`src/rtl/log_fp_pkg.sv`:
```
`default_nettype none
// ============================================================================
// Module      : log_fp_pkg
// Description : Shared types, mode encodings and format helpers for the
//               byte-serial logarithmic / exact floating-point multiplier.
// Revision    : 1.0 - initial release
// ============================================================================
package log_fp_pkg;

    // Sequencer states of the serial wrapper
    typedef enum logic [1:0] {
        COLLECT = 2'd0,
        COMPUTE = 2'd1,
        EMIT    = 2'd2
    } state_t;

    // Runtime multiply mode encodings
    localparam logic MODE_LOG   = 1'b0;
    localparam logic MODE_EXACT = 1'b1;

    // Total encoded width: sign + exponent + mantissa
    function automatic int fp_width(input int exp_w, input int man_w);
        return 1 + exp_w + man_w;
    endfunction

    // Number of bytes needed to carry one encoded value
    function automatic int fp_nbytes(input int w);
        return (w + 7) / 8;
    endfunction

    // Canonical quiet NaN: positive, exponent all-ones, mantissa MSB set
    function automatic logic [63:0] fp_nan(input int exp_w, input int man_w);
        logic [63:0] r;
        r = ((64'd1 << exp_w) - 64'd1) << man_w;
        r = r | (64'd1 << (man_w - 1));
        return r;
    endfunction

    // Infinity with the requested sign
    function automatic logic [63:0] fp_inf(input logic sign, input int exp_w, input int man_w);
        logic [63:0] r;
        r = ((64'd1 << exp_w) - 64'd1) << man_w;
        if (sign) begin
            r = r | (64'd1 << (exp_w + man_w));
        end
        return r;
    endfunction

    // Zero with the requested sign
    function automatic logic [63:0] fp_zero(input logic sign, input int exp_w, input int man_w);
        logic [63:0] r;
        r = '0;
        if (sign) begin
            r = r | (64'd1 << (exp_w + man_w));
        end
        return r;
    endfunction

endpackage : log_fp_pkg
`default_nettype wire

```
`src/rtl/log_fp_mul_core.sv`:
```
`default_nettype none
// ============================================================================
// Module      : log_fp_mul_core
// Description : Combinational FP multiply: field decode, special operands,
//               Mitchell and exact mantissa paths, exponent range and flags.
// Revision    : 1.0 - initial release
// ============================================================================
module log_fp_mul_core
    import log_fp_pkg::*;
#(
    parameter int EXP_W = 5,
    parameter int MAN_W = 10,
    parameter int BIAS  = 2**(EXP_W-1)-1
) (
    input  logic [fp_width(EXP_W, MAN_W)-1:0] i_a,
    input  logic [fp_width(EXP_W, MAN_W)-1:0] i_b,
    input  logic                              i_mode,
    output logic [fp_width(EXP_W, MAN_W)-1:0] o_result,
    output logic                              o_ovf,
    output logic                              o_unf,
    output logic                              o_nan
);

    localparam int W  = fp_width(EXP_W, MAN_W);
    localparam int PW = 2*MAN_W + 2;
    localparam int EW = EXP_W + 2;

    localparam logic [63:0]          c_NAN  = fp_nan(EXP_W, MAN_W);
    localparam logic [63:0]          c_INF  = fp_inf(1'b0, EXP_W, MAN_W);
    localparam logic [63:0]          c_ZERO = fp_zero(1'b0, EXP_W, MAN_W);
    localparam logic signed [EW-1:0] c_BIAS = EW'(BIAS);
    localparam logic signed [EW-1:0] c_EMAX = EW'((2**EXP_W) - 1);

    logic               w_sa, w_sb, w_s;
    logic [EXP_W-1:0]   w_ea, w_eb;
    logic [MAN_W-1:0]   w_ma, w_mb;
    logic               w_a_nan, w_b_nan, w_a_inf, w_b_inf, w_a_zero, w_b_zero;
    logic [MAN_W:0]     w_sum;
    logic [PW-1:0]      w_prod;
    logic               w_carry;
    logic [MAN_W-1:0]   w_mout;
    logic signed [EW-1:0] w_exp;
    logic               w_exp_ovf, w_exp_unf;
    logic               w_unused_prod;

    // Field split
    assign w_sa = i_a[W-1];
    assign w_sb = i_b[W-1];
    assign w_ea = i_a[W-2 -: EXP_W];
    assign w_eb = i_b[W-2 -: EXP_W];
    assign w_ma = i_a[MAN_W-1:0];
    assign w_mb = i_b[MAN_W-1:0];
    assign w_s  = w_sa ^ w_sb;

    // Operand classification; denormals fall into the zero class
    assign w_a_nan  = (&w_ea) & (|w_ma);
    assign w_b_nan  = (&w_eb) & (|w_mb);
    assign w_a_inf  = (&w_ea) & ~(|w_ma);
    assign w_b_inf  = (&w_eb) & ~(|w_mb);
    assign w_a_zero = ~(|w_ea);
    assign w_b_zero = ~(|w_eb);

    // Mitchell path: log2(1+m) ~ m, so the product mantissa is a plain add
    assign w_sum = {1'b0, w_ma} + {1'b0, w_mb};

    // Exact path: full significand product, truncated after normalisation
    assign w_prod = PW'({1'b1, w_ma}) * PW'({1'b1, w_mb});
    assign w_unused_prod = ^w_prod[MAN_W-1:0];

    assign w_carry = (i_mode == MODE_LOG) ? w_sum[MAN_W] : w_prod[PW-1];
    assign w_mout  = (i_mode == MODE_LOG) ? w_sum[MAN_W-1:0]
                   : (w_prod[PW-1] ? w_prod[PW-2 -: MAN_W] : w_prod[PW-3 -: MAN_W]);

    // Biased exponent with two guard bits so both overflow and negatives are visible
    assign w_exp     = EW'(w_ea) + EW'(w_eb) - c_BIAS + EW'(w_carry);
    assign w_exp_ovf = (w_exp >= c_EMAX);
    assign w_exp_unf = w_exp[EW-1] | (w_exp == '0);

    // Result selection in priority order: NaN, infinity, zero operand, range
    always_comb begin
        o_result = {w_s, w_exp[EXP_W-1:0], w_mout};
        o_ovf    = 1'b0;
        o_unf    = 1'b0;
        o_nan    = 1'b0;
        if (w_a_nan || w_b_nan || (w_a_inf && w_b_zero) || (w_b_inf && w_a_zero)) begin
            o_result = c_NAN[W-1:0];
            o_nan    = 1'b1;
        end else if (w_a_inf || w_b_inf) begin
            o_result = {w_s, c_INF[W-2:0]};
        end else if (w_a_zero || w_b_zero) begin
            o_result = {w_s, c_ZERO[W-2:0]};
        end else if (w_exp_ovf) begin
            o_result = {w_s, c_INF[W-2:0]};
            o_ovf    = 1'b1;
        end else if (w_exp_unf) begin
            o_result = {w_s, c_ZERO[W-2:0]};
            o_unf    = 1'b1;
        end
    end

endmodule : log_fp_mul_core
`default_nettype wire

```
`src/rtl/log_fp_mul_serial.sv`:
```
`default_nettype none
// ============================================================================
// Module      : log_fp_mul_serial
// Description : Byte-serial wrapper around log_fp_mul_core. Collects A/B
//               LSB-first, computes in one cycle, streams the result back.
// Revision    : 1.0 - initial release
// ============================================================================
module log_fp_mul_serial
    import log_fp_pkg::*;
#(
    parameter int EXP_W = 5,
    parameter int MAN_W = 10,
    parameter int BIAS  = 2**(EXP_W-1)-1
) (
    input  logic       clk,
    input  logic       rst_n,
    input  logic       in_valid,
    output logic       in_ready,
    input  logic [7:0] a_byte,
    input  logic [7:0] b_byte,
    input  logic       mode,
    output logic       out_valid,
    input  logic       out_ready,
    output logic [7:0] out_byte,
    output logic       out_last,
    output logic       flag_ovf,
    output logic       flag_unf,
    output logic       flag_nan
);

    localparam int W      = fp_width(EXP_W, MAN_W);
    localparam int NBYTES = fp_nbytes(W);
    localparam int PADW   = NBYTES * 8;
    localparam int CNT_W  = (NBYTES > 1) ? $clog2(NBYTES) : 1;

    localparam logic [CNT_W-1:0] c_LAST = CNT_W'(NBYTES - 1);

    state_t           r_state, w_next;
    logic [CNT_W-1:0] r_cnt;
    logic [7:0]       r_a   [NBYTES];
    logic [7:0]       r_b   [NBYTES];
    logic [7:0]       r_res [NBYTES];
    logic             r_mode;
    logic             r_ovf, r_unf, r_nan;

    logic [PADW-1:0]  w_a_flat, w_b_flat, w_res_pad;
    logic [W-1:0]     w_core_res;
    logic             w_core_ovf, w_core_unf, w_core_nan;

    // Flatten the byte-wide operand stores into words for the core
    for (genvar k = 0; k < NBYTES; k++) begin : g_flat
        assign w_a_flat[8*k +: 8] = r_a[k];
        assign w_b_flat[8*k +: 8] = r_b[k];
    end

    // Bits above W in the top byte carry no meaning and are dropped
    if (PADW > W) begin : g_pad
        logic w_unused_pad;
        assign w_unused_pad = ^{w_a_flat[PADW-1:W], w_b_flat[PADW-1:W]};
    end

    assign w_res_pad = PADW'(w_core_res);

    log_fp_mul_core #(
        .EXP_W (EXP_W),
        .MAN_W (MAN_W),
        .BIAS  (BIAS)
    ) u_core (
        .i_a      (w_a_flat[W-1:0]),
        .i_b      (w_b_flat[W-1:0]),
        .i_mode   (r_mode),
        .o_result (w_core_res),
        .o_ovf    (w_core_ovf),
        .o_unf    (w_core_unf),
        .o_nan    (w_core_nan)
    );

    assign flag_ovf = r_ovf;
    assign flag_unf = r_unf;
    assign flag_nan = r_nan;

    // State register
    always_ff @(posedge clk or negedge rst_n) begin
        if (!rst_n) begin
            r_state <= COLLECT;
        end else begin
            r_state <= w_next;
        end
    end

    // Next-state decode and handshake outputs
    always_comb begin
        w_next    = r_state;
        in_ready  = 1'b0;
        out_valid = 1'b0;
        out_last  = 1'b0;
        out_byte  = 8'h00;
        case (r_state)
            COLLECT: begin
                in_ready = 1'b1;
                if (in_valid && (r_cnt == c_LAST)) begin
                    w_next = COMPUTE;
                end
            end
            COMPUTE: begin
                w_next = EMIT;
            end
            EMIT: begin
                out_valid = 1'b1;
                out_byte  = r_res[r_cnt];
                out_last  = (r_cnt == c_LAST);
                if (out_ready && (r_cnt == c_LAST)) begin
                    w_next = COLLECT;
                end
            end
            default: begin
                w_next = COLLECT;
            end
        endcase
    end

    // Operand capture, byte counter, result and flag registers
    always_ff @(posedge clk or negedge rst_n) begin
        if (!rst_n) begin
            r_cnt  <= '0;
            r_mode <= 1'b0;
            r_ovf  <= 1'b0;
            r_unf  <= 1'b0;
            r_nan  <= 1'b0;
            for (int k = 0; k < NBYTES; k++) begin
                r_a[k]   <= 8'h00;
                r_b[k]   <= 8'h00;
                r_res[k] <= 8'h00;
            end
        end else begin
            case (r_state)
                COLLECT: begin
                    if (in_valid) begin
                        r_a[r_cnt] <= a_byte;
                        r_b[r_cnt] <= b_byte;
                        if (r_cnt == '0) begin
                            r_mode <= mode;
                        end
                        if (r_cnt == c_LAST) begin
                            r_cnt <= '0;
                            r_ovf <= 1'b0;
                            r_unf <= 1'b0;
                            r_nan <= 1'b0;
                        end else begin
                            r_cnt <= r_cnt + 1'b1;
                        end
                    end
                end
                COMPUTE: begin
                    for (int k = 0; k < NBYTES; k++) begin
                        r_res[k] <= w_res_pad[8*k +: 8];
                    end
                    r_ovf <= w_core_ovf;
                    r_unf <= w_core_unf;
                    r_nan <= w_core_nan;
                end
                EMIT: begin
                    if (out_ready) begin
                        r_cnt <= (r_cnt == c_LAST) ? '0 : r_cnt + 1'b1;
                    end
                end
                default: begin
                    r_cnt <= '0;
                end
            endcase
        end
    end

endmodule : log_fp_mul_serial
`default_nettype wire

```
`config.mk`:
```
export PLATFORM = sky130hd
export DESIGN_NAME = log_fp_mul_serial
export DESIGN_NICKNAME = d
export VERILOG_FILES = /design/src/rtl/log_fp_pkg.sv /design/src/rtl/log_fp_mul_core.sv /design/src/rtl/log_fp_mul_serial.sv
export SDC_FILE = /design/constraint.sdc
export NUM_CORES = 1
export LEC_CHECK = 0
export ABC_CLOCK_PERIOD_IN_PS = 9900
export CORE_MARGIN = 5
export CORE_UTILIZATION = 50
export CTS_CLUSTER_DIAMETER = 100
export DETAILED_ROUTE_END_ITERATION = 16
export GPL_ROUTABILITY_DRIVEN = 0
export GPL_TIMING_DRIVEN = 0
export PLACE_DENSITY = 0.79
export SYNTH_ARGS = -nofsm -noshare
export SYNTH_HDL_FRONTEND = slang
export SYNTH_SLANG_ARGS = --single-unit
```
`constraint.sdc`:
```
create_clock -name clk -period 9.9 [get_ports clk]
set_input_delay 1.98 -clock clk [delete_from_list [all_inputs] [get_ports clk]]
set_output_delay 1.98 -clock clk [all_outputs]
set_load 0.005 [all_outputs]
```
# [Word-level counts from Yosys, hierarchy flattened]
# Cells that the tools add are included.
[totals] ff_bits=55 latchBits=0 ramBits=0 mem_bits_ro=0 wordCells=106 memories=0
[classes] add_sub_neg=5 mul=1 div=0 n_lt_le_gt_ge=3 n_eq_ne=7 shifts=0 n_mux=41 n_bitwise=13 n_reduce_logical=24
[op_table] operator="$mux W15" n=4
[op_table] operator="$mux W8" n=5
[op_table] operator="$bwmux W16" n=2
[op_table] operator="$mul A11 B11 Y22" n=1
[op_table] operator="$mux W10" n=2
[op_table] operator="$reduce_or A10 Y1" n=2
[op_table] operator="$mux W1" n=19
[op_table] operator="$mux W16" n=1
[op_table] operator="$add A10 B10 Y11" n=1
[op_table] operator="$ne A2 B2 Y1 const B" n=5
[op_table] operator="$reduce_and A5 Y1" n=2
[op_table] operator="$reduce_or A5 Y1" n=2
[op_table] operator="$reduce_and A3 Y1" n=3
[op_table] operator="$demux W8 S1" n=1
[op_table] operator="$add A7 B1 Y7" n=1
[op_table] operator="$ge A7 B6 Y1 const B" n=1
[op_table] operator="$logic_not A7 Y1" n=1
[op_table] operator="$sub A7 B4 Y7 const B" n=1
[op_table] operator="$add A5 B5 Y6" n=1
[op_table] operator="$not A1 Y1" n=6
[op_table] operator="$pmux W1 S2" n=3
[op_table] operator="$pmux W2 S3" n=1
[op_table] operator="$logic_and A1 B1 Y1" n=5
[op_table] operator="$logic_or A1 B1 Y1" n=5
[op_table] operator="other kinds (14)" n=19

# [Depth between registers and ports, before layout]
# Gate-level depths: netlist of run 1.
[logic_depth] depth_word=11 ltp_mapped=31 ltp_nobuf=30

# [Modules after synthesis]
# A second synthesis of run 1 with hierarchy kept.
[unflattened] cells_unflattened=748 hier_area_um2=7096.8
[by_module_without_submodules] mod="log_fp_mul_core" n_inst=1 cells_per_inst=601 area_each_um2=4868.4 seq_area_each_um2=0.0
[by_module_without_submodules] mod="log_fp_mul_serial" n_inst=1 cells_per_inst=147 area_each_um2=2228.4 seq_area_each_um2=1376.3

# [Worst setup path before layout of run 1]
# No wires, ideal clock.
[synth_path] kind="flip-flop to flip-flop" from="register r_b[1] (netlist name)" to="register r_res[8] (netlist name)" arrival_ns=7.096 required_time_ns=9.826 setup_slack_ns=2.730 stages_incl_launch_ff=31 n_path_buf=1 cell_sequence="dfrtp_1 clkbuf_1 inv_1 nor2_1 fa_1 inv_1 fa_1 inv_1 fa_1 fa_1 inv_1 fa_1 inv_1 ha_1 a21oi_1 o21ai_1 a22oi_4 o31ai_4 a311oi_4 xor2_4 a22o_1 ha_1 inv_1 ha_1 xnor2_1 a2111oi_0 or3_1 a21oi_1 nand2_1 a311o_1 o21ai_2"
[synth_via] elab_chain_len=10
[synth_rtl] element="start: declaration" line="log_fp_mul_serial.sv:41" text="logic [7:0] r_b [NBYTES];"
[synth_rtl] element="start signal: indexed assignment" line="log_fp_mul_serial.sv:140" text="r_b[r_cnt] <= b_byte;"
[synth_rtl] element="parallel branches: the longest is 9 deep, another holds $mul A11 B11 Y22"
[synth_rtl] element="$mux W16 *" line="log_fp_mul_core.sv:85" text="if (w_a_nan || w_b_nan || (w_a_inf && w_b_zero) || (w_b_inf && w_a_zero)) begin"
[synth_rtl] element="end signal: indexed assignment" line="log_fp_mul_serial.sv:156" text="r_res[k] <= w_res_pad[8*k +: 8];"
[synth_rtl] element="end: declaration" line="log_fp_mul_serial.sv:42" text="logic [7:0] r_res [NBYTES];"
# Every way passes the cells marked *.
# A chain may end at the register's enable or synchronous reset.

# [Worst setup path after layout of run 1]
[layout_path] from="register r_a[15] (netlist name)" to="register r_res[8] (netlist name)"
[layout_via] elab_chain_len=10
[layout_rtl] element="start: declaration" line="log_fp_mul_serial.sv:40" text="logic [7:0] r_a [NBYTES];"
[layout_rtl] element="start signal: indexed assignment" line="log_fp_mul_serial.sv:139" text="r_a[r_cnt] <= a_byte;"
[layout_rtl] element="parallel branches: the longest is 9 deep, another holds $mul A11 B11 Y22"
[layout_rtl] element="$mux W16 *" line="log_fp_mul_core.sv:85"
# Marks and branches as above.

==> results of run 1 <==
synthesized netlist by cell type, types with 14 or more instances:
library cell  instances
and2_1               39
fa_1                 81
ha_1                 73
dfrtp_1              55
nand2_1              76
o21ai_0              36
nor2_1               40
mux2_2               21
xnor2_1              14
clkbuf_1             26
a21oi_1              21
inv_1               131
cell type report:
type | instances | area share (%)
Multi-Input combinational cell | 545 | 64.7
Tap cell | 180 | 2.90
Clock buffer | 6 | 1.79
Clock inverter | 2 | 0.499
Sequential cell | 55 | 17.7
Buffer | 29 | 1.51
Inverter | 131 | 6.33
Timing Repair Buffer | 35 | 4.58
worst paths after layout:
check / endpoint / slack [ns] / cells past startpoint
worst max-delay path: r_res[8] / 1.43 / 30
worst min-delay path: r_res[9] / 0.50 / 1
worst max register to register: r_res[8] / 1.43 / 30
worst min register to register: r_res[9] / 0.50 / 1
max in group asynchronous: r_res[15] / 7.75 / 2
min in group asynchronous: r_b[3] / 1.61 / 1
flip-flops by register name (all words and copies together), names as in the netlist, 2 cells and up:
signal and cells:
r_a 16, r_b 16, r_res 16, r_state 2
cells in the final DEF (no fill, tap or decap), types with 4 or more instances in the layout:
| master | n |
|---|---|
| xnor2_1 | 14 |
| ha_1 | 73 |
| clkbuf_16 | 5 |
| nand3_1 | 7 |
| nor2_1 | 40 |
| a21o_1 | 13 |
| o21ai_0 | 36 |
| nand4_1 | 5 |
| o22ai_1 | 5 |
| o21ai_1 | 5 |
| xor2_1 | 8 |
| clkbuf_1 | 26 |
| nor3_1 | 6 |
| mux2_2 | 21 |
| inv_1 | 131 |
| mux2i_1 | 13 |
| and2_1 | 39 |
| nand2b_1 | 9 |
| clkdlybuf4s50_1 | 33 |
| a22oi_1 | 4 |
| nor4_1 | 5 |
| dfrtp_1 | 55 |
| nand2_1 | 76 |
| nor2b_1 | 5 |
| fa_1 | 81 |
| a21oi_1 | 21 |
metal layers:
layer  vias up  wire (um)  track usage (%)
met5         -         13                0
met4         2        497             6.05
met3        38       1430             5.40
met2       198       8130             35.5
met1      2713       7350             30.7
li1       2571          -                -
worst max-delay path: cells and delay by family, from the launching register on:
| family | cells | cell delay [ns] |
|---|---|---|
| DFF | 1 | 0.43 |
| and+or+nand+nor | 4 | 0.77 |
| buffers and inverters | 7 | 0.82 |
| AOI/OAI and AO/OA | 9 | 2.46 |
| adders and majority gates | 8 | 3.22 |
| xor gates and xnor gates | 2 | 0.67 |
through the flow:
step,hold slack (ns),cell area [sq um],setup WS [ns],std cells
floorplan,0.448,7000,2.73,760
global placement,0.473,7570,1.69,974
detailed placement,0.485,7590,1.54,975
CTS,0.505,7770,1.47,983
global route,0.523,7770,0.949,983
finish,0.504,7770,1.43,983
kinds of logic after synthesis:
group | Yosys count | share of synthesized area, %
AOI/OAI and AO/OA | 123 | 11.9
adders and majority gates | 154 | 36.2
DFF | 55 | 19.7
and+or+nand+nor | 209 | 14.5
buffers and inverters | 160 | 8.70
muxes | 34 | 5.23
xor gates and xnor gates | 25 | 3.77
==> results.toml, run 1 <==
[timing]
slew-limit-headroom_pct = 25.8
tightest_slew_ns = 1.11
setup_viol = 0
final_hold_viol_count = 0
fin_skew_ns = 0.00626
rsz0062_at_grt = "no"
finalSetupTns_ns = 0
final_max_slew_viol_count = 0
period_share_pct = 85.5
clock.fmax_ghz = 0.118
period_needed_ns = 8.47

[yosys]
syn_avg_cell_area_sq_um = 9.21
ys.flop_type = "dfrtp_1"
yosys_warnings = 0
syn_area_sq_um = 7000
synth_edf_count = 0
async_flop_share_pct = 100
synth_nets = 935
yosys.area.top_type = "fa_1"
synthCells = 760
ys_types = 65
synth_top_area_share_pct = 23.2
ys_ff_latch = 55
synth_area_leaders = "fa_1 23%, dfrtp_1 20%, ha_1 13%"
yosysSeqAreaShare_pct = 19.7

[clock_tree]
ctsLongestPathBuffers = 2
post_cts_buffers = 0
path_clk_slew_ns = 0.07
cts_buffers = 5
clk_latency_ns = 0.29
cts_sinks = 55
post_cts_resized = 0
cts_tree = "done"
hold_buffers = 0
cts_root_buf = "clkbuf_16"
h-tree-depth = 2

[global_route]
grt_pass1_wl_um = 29100
grt_max_degree = 40
gr-total-overflow = 0
grt_pass1_vias = 5645
antenna_found_initial = 1
grt_usage_pct = 22.3

[run_status]
status = "finished clean"

[min_path]
min_path_type = "reg -> reg"
hold_start = "r_res[9]"

[job]
drv_cap = 0

[die]
io_pins = 35
num_rows = 43
die_area_sq_um = 16500
initial_utilization_pct = 50.6
coreArea_sq_um = 13800
die_x_um = 128
die_h_um = 128

[drt]
route.detailed.drc = 0
drt-total-wl_um = 17400
drt-initial-drc-count = 405
drtAntennaViolNets = 0
vias_per_cell = 5.62
vias = 5522
wire_per_inst_um = 17.7
drt_pass1_iterations = 5

[setup_path]
start_kind = "flip-flop"
cpMostUsedCell = "inv_1"
r2r_start = "r_a[15]"
slowest_delay_ns = 0.55
cp.required_ns = 10.12
path_max_fanout = 10
startpoint = "r_a[15]"
critPathArrivalTime_ns = 8.69
slowest_stage = "fa_1"
crit_type = "reg -> reg"
crit_path_end_kind = "flip-flop"

[cells_and_area]
drive_gt1_share_pct = 5.60
finish.utilization_pct = 56.2
multi_input_area_sq_um = 5020
nets = 977
regArea_sq_um = 1380
n_antenna_cell = 0
fillers = 1232
syn_to_final_growth_pct = 10.9

[place]
hpwl_um = 14200
portBuffers = 34
Power of run 1 is left out: the tool's default activity adds up to more than one toggle a clock period on the data nets, which glitch-free logic cannot reach.
==> run 2: changes to the inputs <==
--- a/config.mk
+++ b/config.mk
@@ -12,7 +12,9 @@
 export DETAILED_ROUTE_END_ITERATION = 16
 export GPL_ROUTABILITY_DRIVEN = 0
 export GPL_TIMING_DRIVEN = 0
+export HOLD_SLACK_MARGIN = 0.02
 export PLACE_DENSITY = 0.79
 export SYNTH_ARGS = -nofsm -noshare
 export SYNTH_HDL_FRONTEND = slang
 export SYNTH_SLANG_ARGS = --single-unit
+export TNS_END_PERCENT = 10
==> results of run 2 <==
The final DEF is identical to that of run 1; final timing and power are the same.
Power of run 2 is left out for the same reason.
==> run 3: changes to the inputs <==
--- a/config.mk
+++ b/config.mk
@@ -8,6 +8,7 @@
 export ABC_CLOCK_PERIOD_IN_PS = 9900
 export CORE_MARGIN = 5
 export CORE_UTILIZATION = 50
+export CTS_BUF_LIST = sky130_fd_sc_hd__clkbuf_4 sky130_fd_sc_hd__clkbuf_8
 export CTS_CLUSTER_DIAMETER = 100
 export DETAILED_ROUTE_END_ITERATION = 16
 export GPL_ROUTABILITY_DRIVEN = 0
==> results.toml, run 3 (synthesis gave the netlist of run 1 again) <==
[setup_path]
crit_type = "reg -> reg"
start_kind = "flip-flop"
cp_num_buf_inv = 7
crit_path_end_kind = "flip-flop"
r2r_start = "r_a[15]"
r2r_slack_ns = 1.38
path_max_fanout = 10
cpMostUsedCell = "inv_1"
cp.required_ns = 10.14
critPathArrivalTime_ns = 8.76
r2r-end = "r_res[8]"
crit_family = "adder cells"
reg2regPathDepth = 30
slowest_delay_ns = 0.55
slowest_stage = "fa_1"

[cells_and_area]
nets = 977
reg_top3 = "r_a x16, r_b x16, r_res x16"
drive_gt1_share_pct = 5.60
syn_to_final_growth_pct = 10.1
layout_commonest_cell = "inv_1"
layout_common_cells = "131 x inv_1, 81 x fa_1, 76 x nand2_1"
n_antenna_cell = 0

[die]
num_rows = 43
die_x_um = 128
die_h_um = 128
initial_utilization_pct = 50.6
die_area_sq_um = 16500
coreArea_sq_um = 13800
io_pins = 35

[job]
drv_cap = 0

[run_status]
status = "finished clean"

[clock_tree]
cts_buffers = 5
hold_buffers = 0
cts_tree = "done"
cts_sinks = 55
h-tree-depth = 2
path_clk_slew_ns = 0.11
post_cts_buffers = 0
post_cts_resized = 0
clk_latency_ns = 0.32
cts_root_buf = "clkbuf_8"
ctsLongestPathBuffers = 2

[timing]
fin_skew_ns = 0.0143
final_max_slew_viol_count = 0
clock.fmax_ghz = 0.117
fin_ws_ns = 1.38
period_share_pct = 86.1
slew-limit-headroom_pct = 28.1
rsz0062_at_grt = "no"
final_hold_viol_count = 0
tightest_slew_ns = 1.07
finalSetupTns_ns = 0
setup_viol = 0
period_needed_ns = 8.52

[drt]
wire_per_inst_um = 17.8
drt-initial-drc-count = 485
drt_pass1_iterations = 5
routed.top_layer = "met5"
vias_per_cell = 5.60
route.detailed.drc = 0
vias = 5500
drtAntennaViolNets = 0
drt-total-wl_um = 17500
m1WireLength_um = 7410
wl_met3_um = 1400
wl_met2_um = 8220

[global_route]
grt_max_degree = 40
gr-total-overflow = 0
grt_pass1_wl_um = 29000
grt_usage_pct = 22.2
antenna_found_initial = 1
grt_pass1_vias = 5649

[min_path]
min_path_type = "reg -> reg"
hold_depth = 1
holdPathEnd = "r_res[9]"
hold_start = "r_res[9]"

[place]
hpwl_um = 14200
portBuffers = 34
dp_slack_ns = 1.54
-- run 3: metrics by stage --
stage | util [%] | cell area (sq um) | hold slack [ns] | std cells
after floorplan | - | 7000 | 0.448 | 760
after global placement | 54.7 | 7570 | 0.473 | 974
after detailed placement | 54.9 | 7590 | 0.485 | 975
after CTS | 55.8 | 7710 | 0.512 | 983
after global routing | 55.8 | 7710 | 0.530 | 983
final | 55.8 | 7710 | 0.510 | 983
-- run 3: how the worst max path moves through the flow --
| stage | start | to | depth (start not counted) |
|---|---|---|---|
| after floorplan | r_b[1] | r_res[8] | 30 |
| after global placement | r_a[15] | r_res[8] | 30 |
| after detailed placement | r_a[15] | r_res[8] | 30 |
| after CTS | r_a[15] | r_res[8] | 30 |
| after global routing | r_a[15] | r_res[8] | 30 |
| final | r_a[15] | r_res[8] | 30 |
-- run 3: cell type report --
cell class              instances  area (sq um)
plain buffers                  29           118
clock inverters                 2          38.8
inverters                     131           492
repair buffers                 35           355
multi-input cells             545          5020
well taps                     180           225
flip-flops and latches         55          1380
fillers                      1252          6120
clock buffers                   6          82.6
-- run 3: worst register-to-register path, delay by kind of cell, from the launching register on --
family	cells	cell delay, ns
flip-flops	1	0.44
AND/OR/NAND/NOR	4	0.80
adder cells (fa/ha/maj)	8	3.22
AO/OA/AOI/OAI	9	2.50
XOR/XNOR	2	0.67
buffers and inverters	7	0.82
-- run 3: per-layer routing --
layer / global-route usage, % / up-vias
li1: - / 2565
met1: 30.3 / 2694
met2: 35.9 / 202
met3: 5.27 / 37
met4: 5.56 / 2
met5: 0 / -
Power of run 3 is left out for the same reason.
